### src/rtl/uart_prog_loader.sv
// UART 8N1 receiver that assembles little-endian 32-bit words and streams them into instruction memory.
// Optional: define UART_PARITY_EN to add an even-parity bit between the data bits and the stop bit.
module uart_prog_loader #(
  parameter int          CLKS_PER_BIT = 347,
  parameter int          ADDR_W       = 10,
  parameter logic [31:0] TERM_WORD    = 32'h0000_0FFF
) (
  input  logic              wb_clk_i,
  input  logic              wb_rst_i,
  input  logic              rx_i,
  output logic              imem_we_o,
  output logic [ADDR_W-1:0] imem_addr_o,
  output logic [31:0]       imem_wdata_o,
  output logic              prog_done_o,
  output logic              frame_err_o
);

  localparam int                CNT_W    = $clog2(CLKS_PER_BIT) + 1;
  localparam logic [CNT_W-1:0]  HALF     = CNT_W'(CLKS_PER_BIT / 2);
  localparam logic [CNT_W-1:0]  LAST     = CNT_W'(CLKS_PER_BIT - 1);
  localparam logic [ADDR_W-1:0] ADDR_MAX = '1;

  typedef enum logic [2:0] {
    IDLE,
    START,
    DATA,
`ifdef UART_PARITY_EN
    PARITY,
`endif
    STOP,
    DONE
  } state_t;

  state_t             state;
  logic               rx_meta, rx_sync;
  logic [CNT_W-1:0]   cnt;
  logic [2:0]         bit_idx;
  logic [7:0]         shift;
  logic [1:0]         byte_idx;
  logic [31:0]        word;
  logic [ADDR_W-1:0]  addr;
  logic               word_rdy;
  logic               par_ok;

`ifdef UART_PARITY_EN
  logic par_err;
  assign par_ok = !par_err;
`else
  assign par_ok = 1'b1;
`endif

  always_ff @(posedge wb_clk_i or posedge wb_rst_i) begin
    if (wb_rst_i) begin
      state        <= IDLE;
      rx_meta      <= 1'b1;
      rx_sync      <= 1'b1;
      cnt          <= '0;
      bit_idx      <= '0;
      shift        <= '0;
      byte_idx     <= '0;
      word         <= '0;
      addr         <= '0;
      word_rdy     <= 1'b0;
      imem_we_o    <= 1'b0;
      imem_addr_o  <= '0;
      imem_wdata_o <= '0;
      prog_done_o  <= 1'b0;
      frame_err_o  <= 1'b0;
`ifdef UART_PARITY_EN
      par_err      <= 1'b0;
`endif
    end else begin
      rx_meta   <= rx_i;
      rx_sync   <= rx_meta;
      word_rdy  <= 1'b0;
      imem_we_o <= 1'b0;

      case (state)
        IDLE: if (!rx_sync) begin
          state <= START;
          cnt   <= '0;
        end
        START: if (cnt == HALF) begin
          // A start bit that is high again at mid-bit is treated as a glitch.
          cnt     <= '0;
          bit_idx <= '0;
          state   <= rx_sync ? IDLE : DATA;
        end else cnt <= cnt + 1'b1;
        DATA: if (cnt == LAST) begin
          cnt     <= '0;
          shift   <= {rx_sync, shift[7:1]};
          bit_idx <= bit_idx + 1'b1;
`ifdef UART_PARITY_EN
          if (bit_idx == 3'd7) state <= PARITY;
`else
          if (bit_idx == 3'd7) state <= STOP;
`endif
        end else cnt <= cnt + 1'b1;
`ifdef UART_PARITY_EN
        PARITY: if (cnt == LAST) begin
          cnt     <= '0;
          par_err <= (rx_sync != ^shift);
          if (rx_sync != ^shift) frame_err_o <= 1'b1;
          state   <= STOP;
        end else cnt <= cnt + 1'b1;
`endif
        STOP: if (cnt == LAST) begin
          cnt   <= '0;
          state <= IDLE;
          if (!rx_sync) frame_err_o <= 1'b1;
          else if (par_ok) begin
            word[{byte_idx, 3'b000} +: 8] <= shift;
            byte_idx <= byte_idx + 1'b1;
            word_rdy <= (byte_idx == 2'd3);
          end
        end else cnt <= cnt + 1'b1;
        DONE: ;
        default: state <= IDLE;
      endcase

      // Word commit runs alongside the bit FSM; entering DONE overrides any frame in flight.
      if (word_rdy) begin
        if (word == TERM_WORD) begin
          prog_done_o <= 1'b1;
          state       <= DONE;
        end else begin
          imem_we_o    <= 1'b1;
          imem_addr_o  <= addr;
          imem_wdata_o <= word;
        end
      end

      if (imem_we_o) begin
        if (addr == ADDR_MAX) begin
          prog_done_o <= 1'b1;
          state       <= DONE;
        end else addr <= addr + 1'b1;
      end
    end
  end

endmodule

### config.mk
export PLATFORM = sky130hd
export DESIGN_NAME = uart_prog_loader
export DESIGN_NICKNAME = d
export VERILOG_FILES = /design/src/rtl/uart_prog_loader.sv
export SDC_FILE = /design/constraint.sdc
export NUM_CORES = 1
export LEC_CHECK = 0
export CAP_MARGIN = 0
export CORE_AREA = 5 5 102 104
export DETAILED_ROUTE_END_ITERATION = 8
export DIE_AREA = 0 0 107 109
export GPL_TIMING_DRIVEN = 0
export PLACE_DENSITY = 0.78
export SETUP_SLACK_MARGIN = 0.2
export SLEW_MARGIN = 20
export SYNTH_ARGS = -nofsm -noshare
export SYNTH_HDL_FRONTEND = slang
export SYNTH_SLANG_ARGS = --single-unit
### constraint.sdc
create_clock -name wb_clk_i -period 4.85 [get_ports wb_clk_i]
set_clock_uncertainty 0.15 [all_clocks]
set_input_delay 0.97 -clock wb_clk_i [delete_from_list [all_inputs] [get_ports wb_clk_i]]
set_output_delay 0.97 -clock wb_clk_i [all_outputs]
set_load 0.02 [all_outputs]
==> flow_summary.ini <==
[die]
die_area_sq_mm = 0.0117
die_y_um = 109
die_w_um = 107
ios = 48
coreArea_sq_mm = 0.00946
rows = 36
start_util = 0.549

[worst_setup_path]
cp-end-kind = output pin
critPathArrivalTime_ns = 1.56
cp_top_family = buffers and inverters
crit_path_max_fanout = 5
r2r_end = imem_wdata_o[14]$_DFFE_PP0P_
r2r_cells = 6
crit_chain = clkdlybuf4s50_1
critPathMaxStageDelay_ns = 0.63
cp_slowest_cell = clkdlybuf4s50_1
r2r_slack_ns = 2.34
start_kind = flop
worstSetupPathType = flop to output pin
rr_startpoint = word[12]$_DFFE_PP0P_
required_ns = 3.73
crit_buf_inv = 1

[pwr]
p_clk_frac = 0.539
p_per_area_mw_per_mm2 = 337
pwr-share-seq = 0.450
internal_power_w = 0.00172
switchingPower_w = 0.000434
peakVddDrop_mv = 0.213
finalPower_w = 0.00216
leakage_nw = 3.04
p_sw_frac = 0.201
p_comb_frac = 0.011

[min_path]
min_path_cells = 0
hold_end = rx_sync$_DFF_PP1_
min_path_type = flop to flop
min-delay-start = rx_meta$_DFF_PP1_

[clock_network]
cts_tree = yes
cts_root_buf = clkbuf_8
clkLatencyLatePin_ns = 0.52
ctsResizeCount = 0
numClockSinks = 116
clock_path_buffers = 2
post-cts-setup-buffers = 0
htreeDepth = 4
hold_buffers = 0
clk_pin_slew_ns = 0.05
numCtsBuffers = 17

[drt]
route.met3.wl_um = 439
vias = 3470
drcViolationCount = 0
wire_per_inst_um = 16.6
top_layer = met4
first_pass_iters = 5
detail_route.wirelength_um = 10300
drtIter0Drc = 197
wl_met2_um = 5240
ant_nets = 0
met1_length_um = 4420
vias_per_cell = 5.62

[synth]
synth_edf_count = 0
yosysUniqueCellTypes = 49
ys_seq_area_frac = 0.559
yosys_warnings = 0
syn_nets = 438
syn_avg_cell_area_sq_um = 12.2
synth-main-ff-cell = dfrtp_1
ys_seq_elements = 116
syn_inst = 424
netlist_area_sq_mm = 0.00519
synthArstFlopShare = 1.00

[layout]
antenna_cells = 0
multi_input_area_sq_mm = 0.00212
num-nets-final = 505
drive_gt1_frac = 0.203
area_delta_synth_final_pct = 23.2
final_cell_area_sq_mm = 0.00640
fillers = 694
register_area_sq_mm = 0.00291

[global_routing]
grt_max_degree = 61
track_usage = 0.193
grt_overflow = 0
grt_pass1_vias = 3547
grt_pass1_wl_um = 17400
antenna_found_initial = 0

[sta]
drv_slew = 0
max_freq_mhz = 374
fin_crit_ns = 2.68
tightest_slew_ns = 0.885
setup_viol = 0
setup_ws_ns = 2.17
max_slew_margin = 0.408
finalHoldViolations = 0
min_period_over_period = 0.552
rsz0062_at_grt = false

[placed_design]
dpl_worst_slack_ns = 2.33
portBuffers = 47
placed_area_sq_mm = 0.00584
gp_congestion = 0.856
dp_hpwl_um = 6930

[outcome]
outcome = finished, final reports clean

[flow_run]
cap_violations = 0
[area by class of cell]
class | instances | area share
buffer | 14 | 0.0192
clock buffer | 21 | 0.0702
clock inverter | 10 | 0.0168
inverter | 13 | 0.00841
multi-input combinational | 281 | 0.331
sequential | 116 | 0.454
tap | 114 | 0.0223
timing repair buffer | 48 | 0.0779
[worst register-to-register path, delay by kind of cell, from the launching register on]
kind,cells,cell delay (ns)
flops,1,0.40
mux,1,0.32
simple gates,4,1.37
buf+inv,1,0.16
[synthesized netlist by cell type, drive strengths merged (2+ instances only)]
master	number	area [sq um]
a31oi	5	46.3
xnor2	5	43.8
mux2	53	743
clkbuf	7	27.5
nand3	6	30.0
a21oi	3	15.0
nand4b	2	17.5
a32oi	2	17.5
buf	7	95.1
nor2	11	41.3
nor2b	3	18.8
ha	11	138
nor3b	5	37.5
inv	13	48.8
dfstp	2	52.6
a22o	2	17.5
nand3b	2	15.0
and3	8	50.1
a21o	3	22.5
or3	3	18.8
o21ai	35	175
o22ai	2	12.5
dfrtp	114	2850
nor3	6	52.6
nor4	5	31.3
mux2i	2	20.0
nand2b	2	12.5
xor2	6	52.6
nand4	14	87.6
nand2	73	290
[how the worst max path moves through the flow]
stage                                         to  depth (start not counted)                  from  slack [ns]
floorplan                    addr[0]$_DFFE_PP0P_                          1              wb_rst_i        0.66
global placement    imem_wdata_o[13]$_DFFE_PP0P_                          2              wb_rst_i       -0.84
detailed placement  imem_wdata_o[23]$_DFFE_PP0P_                          6  word[19]$_DFFE_PP0P_        2.33
CTS                                    imem_we_o                          1   imem_we_o$_DFF_PP0_        2.17
global route                           imem_we_o                          1   imem_we_o$_DFF_PP0_        2.12
finish                                 imem_we_o                          1   imem_we_o$_DFF_PP0_        2.17
[placed cells by master, fill, tap and decap left out, types with 3 or more instances in the layout]
| cell | count |
|---|---|
| xnor2_1 | 5 |
| nor2_1 | 11 |
| ha_1 | 11 |
| nor4_1 | 5 |
| clkinvlp_4 | 3 |
| mux2_2 | 14 |
| buf_2 | 3 |
| nand3_1 | 6 |
| clkbuf_1 | 8 |
| dfrtp_1 | 114 |
| nor3b_1 | 5 |
| buf_12 | 4 |
| inv_1 | 12 |
| and3_1 | 8 |
| clkinv_2 | 5 |
| nand4_1 | 14 |
| clkbuf_8 | 3 |
| xor2_1 | 6 |
| mux2_4 | 39 |
| nand2_1 | 72 |
| or3_1 | 3 |
| o21ai_0 | 34 |
| a21oi_1 | 3 |
| a21o_1 | 3 |
| clkbuf_16 | 16 |
| clkdlybuf4s50_1 | 47 |
| a31oi_1 | 4 |
| nor3_1 | 4 |
| nor2b_1 | 3 |
[through the flow]
stage	hold slack [ns]	TNS (ns)	utilization	std cells
floorplan	0.195	0	-	424
global placement	0.199	-95.16	0.614	585
finish	0.205	0	0.676	617
CTS	0.205	0	0.676	617
global route	0.207	0	0.676	617
detailed placement	0.197	0	0.617	586
[routing by layer]
layer / up-vias / track usage
met5: - / 0
met4: 0 / 0.0776
met3: 14 / 0.0533
met2: 89 / 0.323
met1: 1736 / 0.237
li1: 1631 / -
[cells by family after synthesis]
family / count (synthesis) / synth area share
compound gates: 59 / 0.0708
xor+xnor: 11 / 0.0185
fa+ha+maj: 11 / 0.0265
buf+inv: 27 / 0.0330
flops: 116 / 0.559
mux: 55 / 0.147
simple gates: 145 / 0.145
[registers in the layout, indices dropped and copies added (netlist names), 2 cells and up]
name          flops
word             32
imem_wdata_o     32
shift             8
bit_idx           3
addr             10
imem_addr_o      10
cnt              10
byte_idx          2
state             3
[power groups by stage]
stage	sequential, W	combinational, W	clock (W)
final	0.000971	0.0000245	0.00116
after detailed placement	0.000987	0.0000258	0
after global routing	0.000970	0.0000293	0.00123
after global placement	0.000987	0.0000221	0
after CTS	0.000970	0.0000258	0.00118
after floorplan	0.000987	0.0000152	0
Note: power is estimated with default switching activity, not from simulation.
